==> config.mk <==
export PLATFORM = sky130hd
export DESIGN_NAME = fifo_rd_stream
export DESIGN_NICKNAME = d
export VERILOG_FILES = /design/src/rtl/fifo_rd_stream.sv
export SDC_FILE = /design/constraint.sdc
export NUM_CORES = 1
export LEC_CHECK = 0
export CORE_ASPECT_RATIO = 1.5
export CORE_MARGIN = 2
export CORE_UTILIZATION = 45
export DETAILED_ROUTE_END_ITERATION = 8
export PLACE_DENSITY = 0.81
export SETUP_SLACK_MARGIN = 0.1
export SLEW_MARGIN = 20
export SYNTH_ARGS = -nofsm -noshare
export SYNTH_HDL_FRONTEND = slang
export SYNTH_SLANG_ARGS = --single-unit
==> constraint.sdc <==
create_clock -name i_Clk -period 1.5 [get_ports i_Clk]
set_input_delay 0.15 -clock i_Clk [delete_from_list [all_inputs] [get_ports i_Clk]]
set_output_delay 0.15 -clock i_Clk [all_outputs]
set_load 0.005 [all_outputs]
==> src/rtl/fifo_rd_stream.sv <==
`default_nettype none
// +--------------------------------------------------------------------------+
// | fifo_rd_stream: drains a FIFO read port into a valid/ready stream through |
// | a 3-entry elastic buffer. Optional macro: FIFO_RD_STREAM_ERR_CHK_EN.      |
// | Revision: 1.0                                                            |
// +--------------------------------------------------------------------------+
module fifo_rd_stream #(
  parameter int WIDTH = 8
) (
  input  logic             i_Clk,
  input  logic             i_Rst,
  input  logic             i_Fifo_Empty,
  output logic             o_Fifo_Rd_En,
  input  logic             i_Fifo_Rd_DV,
  input  logic [WIDTH-1:0] i_Fifo_Rd_Data,
  input  logic             i_Flush,
  output logic             o_Valid,
  output logic [WIDTH-1:0] o_Data,
  input  logic             i_Ready,
  output logic [1:0]       o_Count,
  output logic             o_Err
);

  logic [WIDTH-1:0] mem [0:2];
  logic [1:0]       wr_ptr;
  logic [1:0]       rd_ptr;
  logic [1:0]       count;
  logic             pend;
  logic             drop;
  logic [2:0]       occupancy;
  logic             cap;
  logic             pop;

  function automatic logic [1:0] ptr_next(input logic [1:0] p);
    return (p == 2'd2) ? 2'd0 : p + 2'd1;
  endfunction

  // Buffered words plus the one in flight must never exceed the buffer depth.
  assign occupancy    = {1'b0, count} + {2'b00, pend};
  assign o_Fifo_Rd_En = !i_Rst && !i_Flush && !i_Fifo_Empty && (occupancy < 3'd3);
  assign pop          = (count != 2'd0) && i_Ready && !i_Flush;

`ifdef FIFO_RD_STREAM_ERR_CHK_EN
  assign cap = i_Fifo_Rd_DV && pend && !drop;
`else
  assign cap = i_Fifo_Rd_DV && !drop && (count != 2'd3);
`endif

  always_ff @(posedge i_Clk) begin
    if (i_Rst) begin
      wr_ptr <= 2'd0;
      rd_ptr <= 2'd0;
      count  <= 2'd0;
      pend   <= 1'b0;
      drop   <= 1'b0;
      for (int i = 0; i < 3; i++) begin
        mem[i] <= '0;
      end
    end else begin
      pend <= o_Fifo_Rd_En;
      if (i_Flush) begin
        wr_ptr <= 2'd0;
        rd_ptr <= 2'd0;
        count  <= 2'd0;
        drop   <= pend;
      end else begin
        drop <= 1'b0;
        if (cap) begin
          for (int i = 0; i < 3; i++) begin
            if (wr_ptr == 2'(i)) begin
              mem[i] <= i_Fifo_Rd_Data;
            end
          end
          wr_ptr <= ptr_next(wr_ptr);
        end
        if (pop) begin
          rd_ptr <= ptr_next(rd_ptr);
        end
        case ({cap, pop})
          2'b10:   count <= count + 2'd1;
          2'b01:   count <= count - 2'd1;
          default: count <= count;
        endcase
      end
    end
  end

  always_comb begin
    o_Data = '0;
    case (rd_ptr)
      2'd0:    o_Data = mem[0];
      2'd1:    o_Data = mem[1];
      2'd2:    o_Data = mem[2];
      default: o_Data = '0;
    endcase
  end

  assign o_Valid = (count != 2'd0);
  assign o_Count = count;

`ifdef FIFO_RD_STREAM_ERR_CHK_EN
  logic err;

  // Unsolicited data (outside a post-flush discard) or a missing return is sticky.
  always_ff @(posedge i_Clk) begin
    if (i_Rst) begin
      err <= 1'b0;
    end else if ((i_Fifo_Rd_DV && !pend && !drop) || (pend && !i_Fifo_Rd_DV)) begin
      err <= 1'b1;
    end
  end

  assign o_Err = err;
`else
  assign o_Err = 1'b0;
`endif

endmodule
`default_nettype wire

==> impl_metrics.py <==
metrics = {
    "timing": {
        "finalHoldViolCount": 0,
        "fin_crit_ns": 1.566,
        "clock_skew_ns": 0.008257,
        "fin_tns_setup_ns": -0.1165,
        "slew_viol_final": 0,
        "fin_crit_sh_pct": 104.4,
        "fmax_ghz": 0.6386,
        "finalSetupViolCount": 2,
        "rsz0062_at_grt": "yes",
        "fin_ws_ns": -0.06585,
    },
    "synth": {
        "postSynthAreaPerCell_um2": 12.62,
        "synth_fp_nets": 128,
        "synth_cell_type_count": 30,
        "synth_seq_cells": 32,
        "synthCells": 111,
        "synth_warnings": 0,
        "ys_seq_area_share_pct": 62.86,
        "syn_area_um2": 1401,
    },
    "cts": {
        "htreeDepth": 2,
        "numCtsBuffers": 5,
        "cts_max_path_buffers": 2,
        "postCtsHoldBufs": 0,
        "clk_pin_slew_ns": 0.07,
        "insertion_delay_ns": 0.28,
        "cts_tree": "yes",
        "clkSinkCount": 32,
        "root_buffer": "clkbuf_8",
    },
    "hold_path": {
        "hold_start": "i_Rst",
        "worst_hold_path.endpoint": "o_Count[1]$_SDFFE_PP0P_",
        "whs_path_depth": 4,
        "hp-class": "input pin to register",
    },
    "floorplan": {
        "die_w_um": 49.57,
        "dieArea_um2": 3586,
        "fp.dieH_um": 72.35,
        "num_io_pins": 27,
        "initial_core_util_pct": 47.62,
        "row_count": 24,
        "core_um2": 2943,
    },
    "power_and_ir_drop": {
        "ir_drop_v": 0.0008566,
        "power.total_mw": 2.071,
        "p_per_area_nw_per_um2": 983.6,
        "leakagePower_nw": 0.8421,
    },
    "cells_and_area": {
        "fin_cells": 202,
        "areaGrowthSynthToFinish_pct": 50.27,
        "drive_gt1_share_pct": 42.94,
        "fin_area_um2": 2106,
        "n_fill_cell": 229,
        "nNetsFinal": 179,
        "post-route-util_pct": 71.56,
        "insertedDiodeCount": 0,
    },
    "placement": {
        "dp.cells": 190,
        "dp_hpwl_um": 2188,
        "place_congestion": 0.8064,
        "dpl_cell_area_um2": 1847,
        "numPortBuffers": 25,
    },
    "worst_setup_path": {
        "cp-start-kind": "input pin",
        "r2r-start": "o_Count[0]$_SDFFE_PP0P_",
        "r2r-end": "o_Count[1]$_SDFFE_PP0P_",
        "critPathRequiredTime_ns": 1.71,
        "r2r_slack_ns": -0.05,
        "arrival_ns": 1.78,
        "critPathMaxStageDelay_ns": 0.53,
        "path_max_fanout": 2,
        "path_cells": "clkdlybuf4s50_1 > nor2b_1 > nand2_1 > ha_1 > or3_1 > a21oi_2",
        "worst_path_max_delay_cell": "clkdlybuf4s50_1",
        "cp-end-kind": "register",
        "ff2ff_path_depth": 6,
        "crit_type": "input pin to register",
    },
    "global_route": {
        "antenna_found_initial": 0,
        "track_usage_pct": 18.79,
        "grt_remaining_overflow": 0,
        "grt_pass1_vias": 1136,
        "grt_pass1_wl_um": 5023,
        "grt_max_degree": 11,
    },
    "routing": {
        "dr.pass1.iters": 5,
        "drc": 0,
        "vias": 1006,
        "wirelength_um": 3054,
        "drt_iter0_markers": 25,
        "via_per_inst": 4.980,
        "ant_nets": 0,
        "wire_per_inst_um": 15.12,
    },
    "status": {
        "violations": "setup timing",
        "status": "finished, violations left",
    },
    "flow_run": {
        "cap_viol_max_count": 0,
    },
}
[state kept, by name (all words and copies together) (netlist names)]
signal / cells
wr_ptr: 2
drop: 1
o_Count: 2
pend: 1
mem: 24
rd_ptr: 2
[placed cells by master, fill, tap and decap left out, types with 6 or more instances in the layout]
| cell type | count |
|---|---|
| edfxtp_1 | 24 |
| buf_4 | 14 |
| clkdlybuf4s50_1 | 12 |
| nand2_1 | 11 |
| and2_4 | 9 |
| buf_6 | 9 |
| o21ai_1 | 7 |
| buf_2 | 7 |
| mux2i_1 | 6 |
| clkbuf_8 | 6 |
[report_power, final]
group | total [mW] | internal, mW | switching (mW) | leakage, nW
Sequential | 1.01 | 0.993 | 0.0181 | 0.320
Combinational | 0.234 | 0.133 | 0.102 | 0.463
Clock | 0.826 | 0.534 | 0.292 | 0.0588
[cell usage after synthesis]
master,count,area share [%]
or3_1,2,0.89
nor2_1,4,1.1
a21oi_1,4,1.4
clkbuf_1,2,0.54
ha_1,3,2.7
a21o_1,2,1.1
nor2b_1,3,1.3
a31o_2,1,0.63
a2111oi_4,1,2.0
inv_1,1,0.27
o21ai_1,1,0.36
or2_1,1,0.45
nand2b_1,1,0.45
or2_2,1,0.45
and3b_2,1,0.71
conb_1,1,0.27
buf_6,1,0.80
nor3_1,1,0.36
buf_4,1,0.54
mux2i_1,9,6.4
xor2_1,1,0.63
a2111oi_0,2,1.3
nand3_1,2,0.71
o21ai_0,11,3.9
edfxtp_1,24,51
and2_1,9,4.0
xnor2_1,1,0.63
nand2_1,11,2.9
buf_2,1,0.36
dfxtp_1,8,11
[how the worst max path moves through the flow]
stage | from | endpoint | depth (start not counted) | slack [ns]
after floorplan | o_Count[1]$_SDFFE_PP0P_ | o_Count[1]$_SDFFE_PP0P_ | 5 | 0.09
after global placement | o_Count[0]$_SDFFE_PP0P_ | o_Fifo_Rd_En | 4 | -0.33
after detailed placement | o_Count[0]$_SDFFE_PP0P_ | o_Fifo_Rd_En | 4 | -0.34
after CTS | o_Count[0]$_SDFFE_PP0P_ | o_Fifo_Rd_En | 4 | -0.09
after global routing | o_Count[0]$_SDFFE_PP0P_ | o_Count[1]$_SDFFE_PP0P_ | 7 | -0.10
final | i_Fifo_Rd_DV | o_Count[1]$_SDFFE_PP0P_ | 6 | -0.07
[cell type report]
class	count	area, um2	area share, %
inverters	1	3.754	0.1783
well taps	39	48.80	2.317
repair buffers	49	429.2	20.38
clock buffers	6	82.58	3.922
multi-input cells	73	615.6	29.23
flip-flops and latches	32	892.1	42.36
clock inverters	2	33.78	1.604
[logic make-up (layout without fill, tap and decap cells)]
kind of cell	after synthesis	in the layout	share of synthesized area (%)
other cells	1	1	0.2676
xor+xnor	2	2	1.250
mux	9	9	6.429
simple gates	36	36	13.39
compound gates	22	22	10.62
fa+ha+maj	3	3	2.679
buf+inv	6	58	2.500
flops	32	32	62.86
[what timing repair did]
action	4_1_cts	5_1_grt
endpoints found under the setup margin	62	58
hold endpoints to repair	0	0
pin swaps	11	9
gates resized for setup	73	12
buffers inserted	4	0
[worst max-delay path, delay by kind of cell]
| kind | cells | cell delay [ns] |
|---|---|---|
| AOI/OAI and AO/OA | 1 | 0.11 |
| adders and majority gates | 1 | 0.30 |
| and+or+nand+nor | 3 | 0.69 |
| buffers and inverters | 1 | 0.53 |
[metrics by stage]
stage                     setup WS (ns)  hold WS [ns]
after CTS                      -0.08925        0.5111
after global placement          -0.3256        0.4948
after detailed placement        -0.3423        0.5224
after floorplan                 0.08805        0.2331
after global routing            -0.1022        0.3657
final                          -0.06585        0.3365
[routing by layer]
metal	part of all wire, %	global-route usage (%)
met5	0	0
met1	36	18.03
met4	1.8	8.642
met2	58	36.59
met3	4.1	4.527
Note: power is estimated with default switching activity, not from simulation.
